<file path="config.mk">
export PLATFORM = sky130hd
export DESIGN_NAME = mine_neighbor_count
export DESIGN_NICKNAME = d
export VERILOG_FILES = /design/src/rtl/mine_neighbor_count.sv
export SDC_FILE = /design/constraint.sdc
export NUM_CORES = 1
export LEC_CHECK = 0
export CORE_AREA = 2 2 137 139
export CTS_CLUSTER_DIAMETER = 80
export DETAILED_ROUTE_END_ITERATION = 16
export DIE_AREA = 0 0 139 141
export PLACE_DENSITY = 0.74
export SLEW_MARGIN = 15
export SYNTH_ARGS = -nofsm -noshare
export SYNTH_HDL_FRONTEND = slang
export SYNTH_SLANG_ARGS = --single-unit
export TNS_END_PERCENT = 100
</file>
<file path="constraint.sdc">
create_clock -name in_clka -period 11.2 [get_ports in_clka]
set_clock_uncertainty 0.2 [all_clocks]
set_input_delay 1.12 -clock in_clka [delete_from_list [all_inputs] [get_ports in_clka]]
set_output_delay 1.12 -clock in_clka [all_outputs]
set_load 0.03 [all_outputs]
</file>
<file path="src/rtl/mine_neighbor_count.sv">
// Mine neighbour counter: snapshots a mine map on start, then walks the
// board one cell per clock producing each cell's adjacent-mine count.
//
// Ports:
//   in_clka        - clock, all logic on the rising edge
//   in_reset       - synchronous active-high reset
//   in_start       - start request, only honoured while idle
//   in_mines       - mine map, bit i set -> mine in cell i
//   out_busy       - high while the board is being scanned
//   out_done       - one-cycle pulse when all results are valid
//   out_counts     - 4-bit neighbour count per cell, cell i at [4*i+3:4*i]
//   out_mine_total - number of mines in the snapshot map
module mine_neighbor_count #(
    parameter int ROWS  = 5,
    parameter int COLS  = 5,
    parameter int TOT_W = 5
) (
    input  logic                   in_clka,
    input  logic                   in_reset,
    input  logic                   in_start,
    input  logic [ROWS*COLS-1:0]   in_mines,
    output logic                   out_busy,
    output logic                   out_done,
    output logic [4*ROWS*COLS-1:0] out_counts,
    output logic [TOT_W-1:0]       out_mine_total
);

    localparam int N     = ROWS * COLS;
    localparam int IDX_W = (N > 1) ? $clog2(N) : 1;
    localparam int RW    = (ROWS > 1) ? $clog2(ROWS) : 1;
    localparam int CW    = (COLS > 1) ? $clog2(COLS) : 1;

    typedef enum logic [1:0] {
        IDLE,
        SCAN,
        DONE
    } state_e;

    state_e                 state_q;
    logic [N-1:0]           snap_q;
    logic [IDX_W-1:0]       idx_q;
    logic [RW-1:0]          row_q;
    logic [CW-1:0]          col_q;
    logic [N-1:0][3:0]      counts_q;
    logic [TOT_W-1:0]       total_q;
    logic                   busy_q;
    logic                   done_q;

    logic [3:0]             nbr_d;
    logic [IDX_W-1:0]       nidx;
    int                     nr;
    int                     nc;

    // Row/column are tracked alongside idx so the neighbour window needs
    // no divider; cells off the board are simply skipped.
    always_comb begin
        nbr_d = '0;
        nidx  = '0;
        nr    = 0;
        nc    = 0;
        for (int dr = -1; dr <= 1; dr++) begin
            for (int dc = -1; dc <= 1; dc++) begin
                nr = int'(row_q) + dr;
                nc = int'(col_q) + dc;
                if (!(dr == 0 && dc == 0) &&
                    nr >= 0 && nr < ROWS &&
                    nc >= 0 && nc < COLS) begin
                    nidx  = IDX_W'(nr * COLS + nc);
                    nbr_d = nbr_d + {3'b000, snap_q[nidx]};
                end
            end
        end
    end

    always_ff @(posedge in_clka) begin
        if (in_reset) begin
            state_q  <= IDLE;
            snap_q   <= '0;
            idx_q    <= '0;
            row_q    <= '0;
            col_q    <= '0;
            counts_q <= '0;
            total_q  <= '0;
            busy_q   <= 1'b0;
            done_q   <= 1'b0;
        end else begin
            unique case (state_q)
                IDLE: begin
                    done_q <= 1'b0;
                    if (in_start) begin
                        snap_q   <= in_mines;
                        idx_q    <= '0;
                        row_q    <= '0;
                        col_q    <= '0;
                        counts_q <= '0;
                        total_q  <= '0;
                        busy_q   <= 1'b1;
                        state_q  <= SCAN;
                    end
                end
                SCAN: begin
                    counts_q[idx_q] <= nbr_d;
                    total_q <= total_q + TOT_W'(snap_q[idx_q]);
                    if (idx_q == IDX_W'(N - 1)) begin
                        busy_q  <= 1'b0;
                        done_q  <= 1'b1;
                        state_q <= DONE;
                    end else begin
                        idx_q <= idx_q + 1'b1;
                        if (col_q == CW'(COLS - 1)) begin
                            col_q <= '0;
                            row_q <= row_q + 1'b1;
                        end else begin
                            col_q <= col_q + 1'b1;
                        end
                    end
                end
                DONE: begin
                    done_q  <= 1'b0;
                    state_q <= IDLE;
                end
                default: begin
                    busy_q  <= 1'b0;
                    done_q  <= 1'b0;
                    state_q <= IDLE;
                end
            endcase
        end
    end

    assign out_busy       = busy_q;
    assign out_done       = done_q;
    assign out_counts     = counts_q;
    assign out_mine_total = total_q;

endmodule
</file>
# ---- Word-level counts from Yosys, hierarchy flattened
# Index checks and enable logic that the tools add are counted.
# Widths: inputs -> output; s select.
dict set report totals {
  register_bits 145
  wordCells 168
  out_inout_bits 107
  input_bits 28
}
dict set report op_classes {
  bitwise 2
  reduce_logical 29
  addsub 23
  n_mux 48
  mul 3
  eq_ne 8
  magnitude_cmp 22
}
# op count
set ops {}
lappend ops {{$pmux 100 s2} 1}
lappend ops {{$bwmux 100} 1}
lappend ops {{$mux 100} 1}
lappend ops {{$lt 5x6->1 const B} 9}
lappend ops {{$bmux 1 s5} 9}
lappend ops {{$add 5x5->5} 5}
lappend ops {{$mux 4} 6}
lappend ops {{$add 4x1->4} 5}
lappend ops {{$demux 4 s5} 1}
lappend ops {{$logic_and 1x1->1} 20}
lappend ops {{$pmux 5 s2} 2}
lappend ops {{$mux 3} 6}
lappend ops {{$add 5x4->5} 3}
lappend ops {{$ge 5x1->1 const B} 3}
lappend ops {{$mux 1} 12}
lappend ops {{$pmux 3 s2} 2}
lappend ops {{$add 4x1->5 const B} 2}
lappend ops {{$lt 5x4->1 const B} 2}
lappend ops {{$mux 5} 2}
lappend ops {{$add 3x1->4 const B} 2}
lappend ops {{$ge 4x1->1 const B} 2}
lappend ops {{$lt 4x3->1 const B} 2}
lappend ops {{$ne 2x2->1 const B} 4}
lappend ops {{$add 3x1->3 const B} 2}
lappend ops {{other kinds (23)} 31}

# ---- Logic depth before layout (Yosys ltp)
dict set report logic_depth {
  word_depth 22
  mapped_depth 41
  mapped_depth_nobuf 40
}

# ---- Worst setup path before layout
# Ideal clock, no wire load.
dict set report synth_timing {
  path_kind {reg-to-reg}
  startpoint {register row_q[0]}
  endpoint {register counts_q (netlist bit out_counts[63])}
  path_stages_with_launch 36
  path_slack_ns 3.006
  synth_period_minus_slack_ns 8.194
  path_buffers 4
  setup_ns 0.137
  required_ns 10.863
  arrival_time_ns 7.857
  path_cell_list {dfxtp_1 -> inv_1 -> ha_1 -> clkbuf_1 -> buf_1 -> clkbuf_1 -> mux2_2 -> mux4_2 -> o211ai_1 -> o21ai_0 -> ha_1 -> nand3_1 -> o21ai_0 -> ha_1 -> ha_1 -> a21boi_0 -> o21ai_0 -> inv_1 -> ha_1 -> nand2_1 -> nand2_1 -> ha_1 -> nor2_1 -> a31oi_1 -> ha_1 -> mux2i_1 -> inv_1 -> ha_1 -> nand3_1 -> xor2_1 -> xnor2_1 -> a2111oi_4 -> xnor2_1 -> xor2_1 -> buf_6 -> o31ai_2}
}
dict set report synth_via {
  elab_chain_len 22
  elab_cells_between_ends 71
  classes_between {17 x add/sub; 3 x mul; 6 x order compare; 26 x mux; 19 x reduce/logical}
}
# item line
set synth_rtl {}
lappend synth_rtl {{start, declared} 42} ;# logic [RW-1:0] row_q;
lappend synth_rtl {{start signal, assigned} 112} ;# row_q <= row_q + 1'b1;
lappend synth_rtl {{$add 4x1->5} 63} ;# nr = int'(row_q) + dr;
lappend synth_rtl {{$mul 5x4->5 (tied with other cells)} 68} ;# nidx = IDX_W'(nr * COLS + nc);
lappend synth_rtl {{$add 5x5->5 / $logic_and 1x1->1 (equally long branches)} {68, 66}}
lappend synth_rtl {{$bmux 1 s5 / $logic_and 1x1->1 (equally long branches)} {69, 66}}
lappend synth_rtl {{$mux 1 (not written as such) / $logic_and 1x1->1 (equally long branches)} {69, 67}}
lappend synth_rtl {{$mux 1} 65} ;# if (!(dr == 0 && dc == 0) &&
lappend synth_rtl {{$add 1x1->2} 69} ;# nbr_d = nbr_d + {3'b000, snap_q[nidx]};
lappend synth_rtl {{$mux 2} 65}
lappend synth_rtl {{[... 6 more ...]} n/a}
lappend synth_rtl {{$add 4x1->4} 69}
lappend synth_rtl {{$mux 4} 65}
lappend synth_rtl {{$add 4x1->4} 69}
lappend synth_rtl {{$mux 4} 65}
lappend synth_rtl {{$add 4x1->4} 69}
lappend synth_rtl {{$mux 4 (*)} 65}
lappend synth_rtl {{$bwmux 100 (*)} 102} ;# counts_q[idx_q] <= nbr_d;
lappend synth_rtl {{$pmux 100 s2 (*)} 87} ;# unique case (state_q)
lappend synth_rtl {{end signal, assigned by index} 102}
lappend synth_rtl {{end, declared} 44} ;# logic [N-1:0][3:0] counts_q;
# Every way passes the cells marked *; elsewhere a longest branch is shown, timed or not. The select of a mux whose other input is x is not followed.
# A chain may end at the register's enable or synchronous reset.

# ---- Worst setup path after layout
dict set report layout_timing {
  startpoint {register col_q[1]}
  endpoint {register counts_q (netlist bit out_counts[19])}
}
dict set report layout_via {
  elab_chain_len 21
  elab_cells_between_ends 65
  classes_between {17 x add/sub; 6 x order compare; 26 x mux; 16 x reduce/logical}
}
# item line
set layout_rtl {}
lappend layout_rtl {{start, declared} 43} ;# logic [CW-1:0] col_q;
lappend layout_rtl {{start signal, assigned} 114} ;# col_q <= col_q + 1'b1;
lappend layout_rtl {{$add 4x1->5} 64} ;# nc = int'(col_q) + dc;
lappend layout_rtl {{$add 5x5->5 / $ge 5x1->1 (equally long branches)} {68, 67}}
lappend layout_rtl {{$bmux 1 s5 / $logic_and 1x1->1 (equally long branches)} {69, 66}}
lappend layout_rtl {{$mux 1 (not written as such) / $logic_and 1x1->1 (equally long branches)} {69, 67}}
lappend layout_rtl {{$mux 1} 65}
lappend layout_rtl {{$add 1x1->2} 69}
lappend layout_rtl {{$mux 2} 65}
lappend layout_rtl {{$add 2x1->3} 69}
lappend layout_rtl {{[... 5 more ...]} n/a}
lappend layout_rtl {{$add 4x1->4} 69}
lappend layout_rtl {{$mux 4} 65}
lappend layout_rtl {{$add 4x1->4} 69}
lappend layout_rtl {{$mux 4} 65}
lappend layout_rtl {{$add 4x1->4} 69}
lappend layout_rtl {{$mux 4 (*)} 65}
lappend layout_rtl {{$bwmux 100 (*)} 102}
lappend layout_rtl {{$pmux 100 s2 (*)} 87}
# Marked as above.

==> impl_metrics.prom <==
# TYPE chip_impl_metric gauge
chip_impl_metric{name="grt.overflow.total",unit=""} 0
chip_impl_metric{name="netlist-cell-type-count",unit=""} 53
chip_impl_metric{name="critical_path_arrival",unit="ps"} 9630
chip_impl_metric{name="critical_path_peak_fanout",unit=""} 25
chip_impl_info{name="crit_path_start",value="col_q[1]$_SDFFE_PP0P_"} 1
chip_impl_metric{name="yosys.area.top_type_share",unit="%"} 32.7
chip_impl_metric{name="clk_latency",unit="ps"} 430
chip_impl_info{name="synth.top_cells.by_area",value="sky130_fd_sc_hd__dfxtp_1, sky130_fd_sc_hd__ha_1, sky130_fd_sc_hd__mux4_2"} 1
chip_impl_metric{name="drt_iter0_drc",unit=""} 604
chip_impl_metric{name="core_region_area",unit="sq um"} 18300
chip_impl_metric{name="detail_route.drc_violations",unit=""} 0
chip_impl_info{name="grt_setup_unrepaired",value="false"} 1
chip_impl_metric{name="initial_core_utilization",unit="%"} 48.6
chip_impl_info{name="synth_flop_cell",value="sky130_fd_sc_hd__dfxtp_1"} 1
chip_impl_info{name="top_usage_layer",value="met2"} 1
chip_impl_metric{name="fin_tns_setup",unit="ps"} 0
chip_impl_metric{name="global_route.usage.met1",unit="%"} 32.9
chip_impl_metric{name="grt_start_max_net_pins",unit=""} 64
chip_impl_metric{name="globalRouteMet3Util",unit="%"} 4.28
chip_impl_metric{name="routed_wl",unit="mm"} 25.3
chip_impl_metric{name="post_cts_resize_count",unit=""} 0
chip_impl_metric{name="num-nets-final",unit=""} 1241
chip_impl_metric{name="async_flop_share",unit="%"} 0
chip_impl_metric{name="holdBufCountCts",unit=""} 0
chip_impl_metric{name="post_drt_via_cell_ratio",unit=""} 5.92
chip_impl_metric{name="syn2layout_area_growth",unit="%"} 23.8
chip_impl_metric{name="die_x",unit="microns"} 139
chip_impl_metric{name="layout_worst_path_cycle_share",unit="%"} 85.3
chip_impl_metric{name="synth_seq_cells",unit=""} 145
chip_impl_metric{name="finalMaxSlewViolations",unit=""} 0
chip_impl_metric{name="die_area",unit="sq um"} 19600
chip_impl_metric{name="worst_slew_pin_slew",unit="ps"} 1150
chip_impl_metric{name="cts_setup_buffers",unit=""} 0
chip_impl_metric{name="drt.antenna.violating_nets",unit=""} 0
chip_impl_metric{name="num_vias",unit=""} 8239
chip_impl_metric{name="timing.final.crit_period",unit="ps"} 9560
chip_impl_metric{name="drive_gt1_share",unit="%"} 9.94
chip_impl_metric{name="vias_in_the_first_global_route",unit=""} 7743
chip_impl_metric{name="grt_util_met2",unit="%"} 43.0
chip_impl_metric{name="post_synth_instance_area",unit="sq um"} 8880
chip_impl_info{name="tritoncts",value="done"} 1
chip_impl_metric{name="finalCoreUtilization",unit="%"} 60.2
chip_impl_metric{name="gp_congestion",unit=""} 0.949
chip_impl_info{name="netlist.top_cell.by_area",value="sky130_fd_sc_hd__dfxtp_1"} 1
chip_impl_metric{name="cts-root-to-sink-buffers",unit=""} 2
chip_impl_metric{name="die-height",unit="microns"} 141
chip_impl_info{name="status",value="finished clean"} 1
chip_impl_metric{name="htree_levels",unit=""} 4
chip_impl_metric{name="first_pass_grt_wire_length",unit="mm"} 40.4
chip_impl_metric{name="synth_enable_flop_cells",unit=""} 0
chip_impl_metric{name="design_power_total",unit="mW"} 1.35
chip_impl_metric{name="antenna_cells_inserted",unit=""} 0
chip_impl_metric{name="critical_path_required",unit="ps"} 11270
chip_impl_metric{name="post_synth.cell_area_avg",unit="sq um"} 8.54
chip_impl_metric{name="crit_path_max_incr_delay",unit="ps"} 850
chip_impl_info{name="path_common_cell",value="sky130_fd_sc_hd__ha_1"} 1
chip_impl_metric{name="vdd_ir_drop_max",unit="uV"} 133
chip_impl_metric{name="seq_area_frac_synth",unit="%"} 32.7
chip_impl_info{name="crit_path_end_kind",value="flip-flop"} 1
chip_impl_metric{name="grt_antenna_before_repair",unit=""} 0
chip_impl_metric{name="all_layer_global_routing_usage",unit="%"} 25.5
chip_impl_metric{name="yosys_warnings",unit=""} 0
chip_impl_metric{name="achievable-frequency",unit="MHz"} 105
chip_impl_info{name="hold_path.startpoint",value="out_counts[5]$_SDFFE_PP0P_"} 1
chip_impl_info{name="criticalPathCategory",value="flip-flop to flip-flop"} 1
chip_impl_metric{name="net_count_of_the_mapped_netlist",unit=""} 1137
chip_impl_metric{name="placement_rows",unit=""} 50
chip_impl_metric{name="timing.max_slew.rel_slack",unit="%"} 23.1
chip_impl_metric{name="synth_cells",unit=""} 1040
chip_impl_info{name="critical_path.slowest_cell",value="sky130_fd_sc_hd__xor2_4"} 1
chip_impl_metric{name="cts.reportedPaths.clkPinSlew",unit="ps"} 70
chip_impl_info{name="hp-class",value="flip-flop to flip-flop"} 1
chip_impl_metric{name="io-pin-count",unit=""} 135
chip_impl_metric{name="dp.final_hpwl",unit="mm"} 18.3
chip_impl_metric{name="power_leakage",unit="nW"} 4.04
chip_impl_info{name="startpoint_type",value="flip-flop"} 1
chip_impl_metric{name="final_setup_violations",unit=""} 0
chip_impl_info{name="worst_r2r_startpoint",value="col_q[1]$_SDFFE_PP0P_"} 1
chip_impl_metric{name="finalHoldViolCount",unit=""} 0
chip_impl_metric{name="p_per_area",unit="nW/um^2"} 123
chip_impl_info{name="root_buffer",value="sky130_fd_sc_hd__clkbuf_16"} 1
chip_impl_metric{name="detailedRoute.firstPassIterationCount",unit=""} 5
chip_impl_metric{name="port_buffers",unit=""} 134
chip_impl_metric{name="max-cap-violations",unit=""} 0
chip_impl_metric{name="routed_wire_length_per_instance",unit="microns"} 18.2
chip_impl_metric{name="clock-sinks",unit=""} 145
chip_impl_metric{name="cts_buffers",unit=""} 17
[worst paths after layout]
path | cells after the start | slack [ps] | end
setup / recovery | 35 | 1640 | out_counts[19]$_SDFFE_PP0P_
hold / removal | 2 | 270 | out_counts[5]$_SDFFE_PP0P_
hold reg to reg | 2 | 270 | out_counts[5]$_SDFFE_PP0P_
setup reg to reg | 35 | 1640 | out_counts[19]$_SDFFE_PP0P_
[routing by layer]
layer | vias up | routed length (microns)
li1 | 3935 | -
met1 | 3962 | 10700
met2 | 286 | 12300
met3 | 56 | 1420
met4 | 0 | 777
met5 | - | 0
[state kept, by name, indices dropped and copies added, names as in the netlist]
register,flops
col_q,3
idx_q,5
out_busy,1
out_counts,100
out_done,1
out_mine_total,5
row_q,3
snap_q,25
state_q,2
[critical path, delay by kind of cell, from the launching register on]
kind,cells,cell delay (ps)
compound gates,6,1020
flops,1,530
simple gates,6,500
xor+xnor,5,2170
fa+ha+maj,9,2880
buf+inv,5,730
mux,4,1350
[synthesized netlist by cell type (all sizes together) (5+ instances only)]
cell / instances
nand2: 160
dfxtp: 145
nand3: 130
a21oi: 111
ha: 61
nor2: 56
clkbuf: 49
o21ai: 48
mux4: 29
inv: 26
mux2i: 26
o31ai: 25
xor2: 22
xnor2: 20
a21o: 17
nor3: 17
mux2: 11
buf: 10
fa: 8
and2: 7
nand4: 7
o211ai: 6
and3: 5
[where the power goes]
group | internal (mW) | leakage, nW | switching [mW]
clock network | 0.323 | 0.293 | 0.261
logic | 0.0898 | 2.57 | 0.140
registers | 0.524 | 1.17 | 0.0109
[placed cells by master, fill, tap and decap left out, types with 3 or more instances in the layout]
| master | n |
|---|---|
| sky130_fd_sc_hd__nand2_1 | 160 |
| sky130_fd_sc_hd__dfxtp_1 | 145 |
| sky130_fd_sc_hd__clkdlybuf4s50_1 | 133 |
| sky130_fd_sc_hd__nand3_1 | 130 |
| sky130_fd_sc_hd__a21oi_1 | 111 |
| sky130_fd_sc_hd__ha_1 | 61 |
| sky130_fd_sc_hd__nor2_1 | 55 |
| sky130_fd_sc_hd__o21ai_0 | 47 |
| sky130_fd_sc_hd__mux4_2 | 29 |
| sky130_fd_sc_hd__mux2i_1 | 26 |
| sky130_fd_sc_hd__inv_1 | 25 |
| sky130_fd_sc_hd__xor2_1 | 20 |
| sky130_fd_sc_hd__xnor2_1 | 20 |
| sky130_fd_sc_hd__o31ai_2 | 20 |
| sky130_fd_sc_hd__nor3_1 | 17 |
| sky130_fd_sc_hd__a21o_1 | 17 |
| sky130_fd_sc_hd__clkbuf_16 | 17 |
| sky130_fd_sc_hd__mux2_2 | 11 |
| sky130_fd_sc_hd__buf_4 | 9 |
| sky130_fd_sc_hd__fa_1 | 8 |
| sky130_fd_sc_hd__nand4_1 | 7 |
| sky130_fd_sc_hd__o211ai_1 | 6 |
| sky130_fd_sc_hd__and2_1 | 6 |
| sky130_fd_sc_hd__o31ai_1 | 5 |
| sky130_fd_sc_hd__a31oi_1 | 4 |
| sky130_fd_sc_hd__a211oi_1 | 4 |
| sky130_fd_sc_hd__and3_1 | 4 |
| sky130_fd_sc_hd__clkinv_4 | 4 |
| sky130_fd_sc_hd__nand2b_1 | 3 |
| sky130_fd_sc_hd__o21a_1 | 3 |
| sky130_fd_sc_hd__nor2b_1 | 3 |
| sky130_fd_sc_hd__nor3b_1 | 3 |
| sky130_fd_sc_hd__inv_6 | 3 |
| sky130_fd_sc_hd__inv_8 | 3 |
[layout make-up]
type	count	area [sq um]
timing repair buffer	144	1420
tap	234	293
clock buffer	18	439
multi-input combinational	810	5670
inverter	26	100
fill	1560	7270
clock inverter	14	165
sequential	145	2900
[through the flow]
stage | cell area (sq um) | hold slack (ps) | setup WS, ps | instances
2_1_floorplan | 8880 | 255 | 3010 | 1040
3_3_place_gp | 10400 | 254 | 2030 | 1357
3_5_place_dp | 10400 | 260 | 1700 | 1357
4_1_cts | 11000 | 269 | 1640 | 1389
5_1_grt | 11000 | 291 | 912 | 1391
6_report | 11000 | 270 | 1640 | 1391
[kinds of logic (layout without fill, tap and decap cells)]
logic type | count (synthesis) | in the layout | synth area share, %
AND/OR/NAND/NOR | 401 | 401 | 20.3
AO/OA/AOI/OAI | 231 | 231 | 16.6
flip-flops | 145 | 145 | 32.7
buffers and inverters | 85 | 202 | 3.87
adder cells (fa/ha/maj) | 69 | 69 | 10.4
multiplexers | 66 | 66 | 11.7
XOR/XNOR | 43 | 43 | 4.42
No activity file was read; power rests on OpenSTA's default activity.
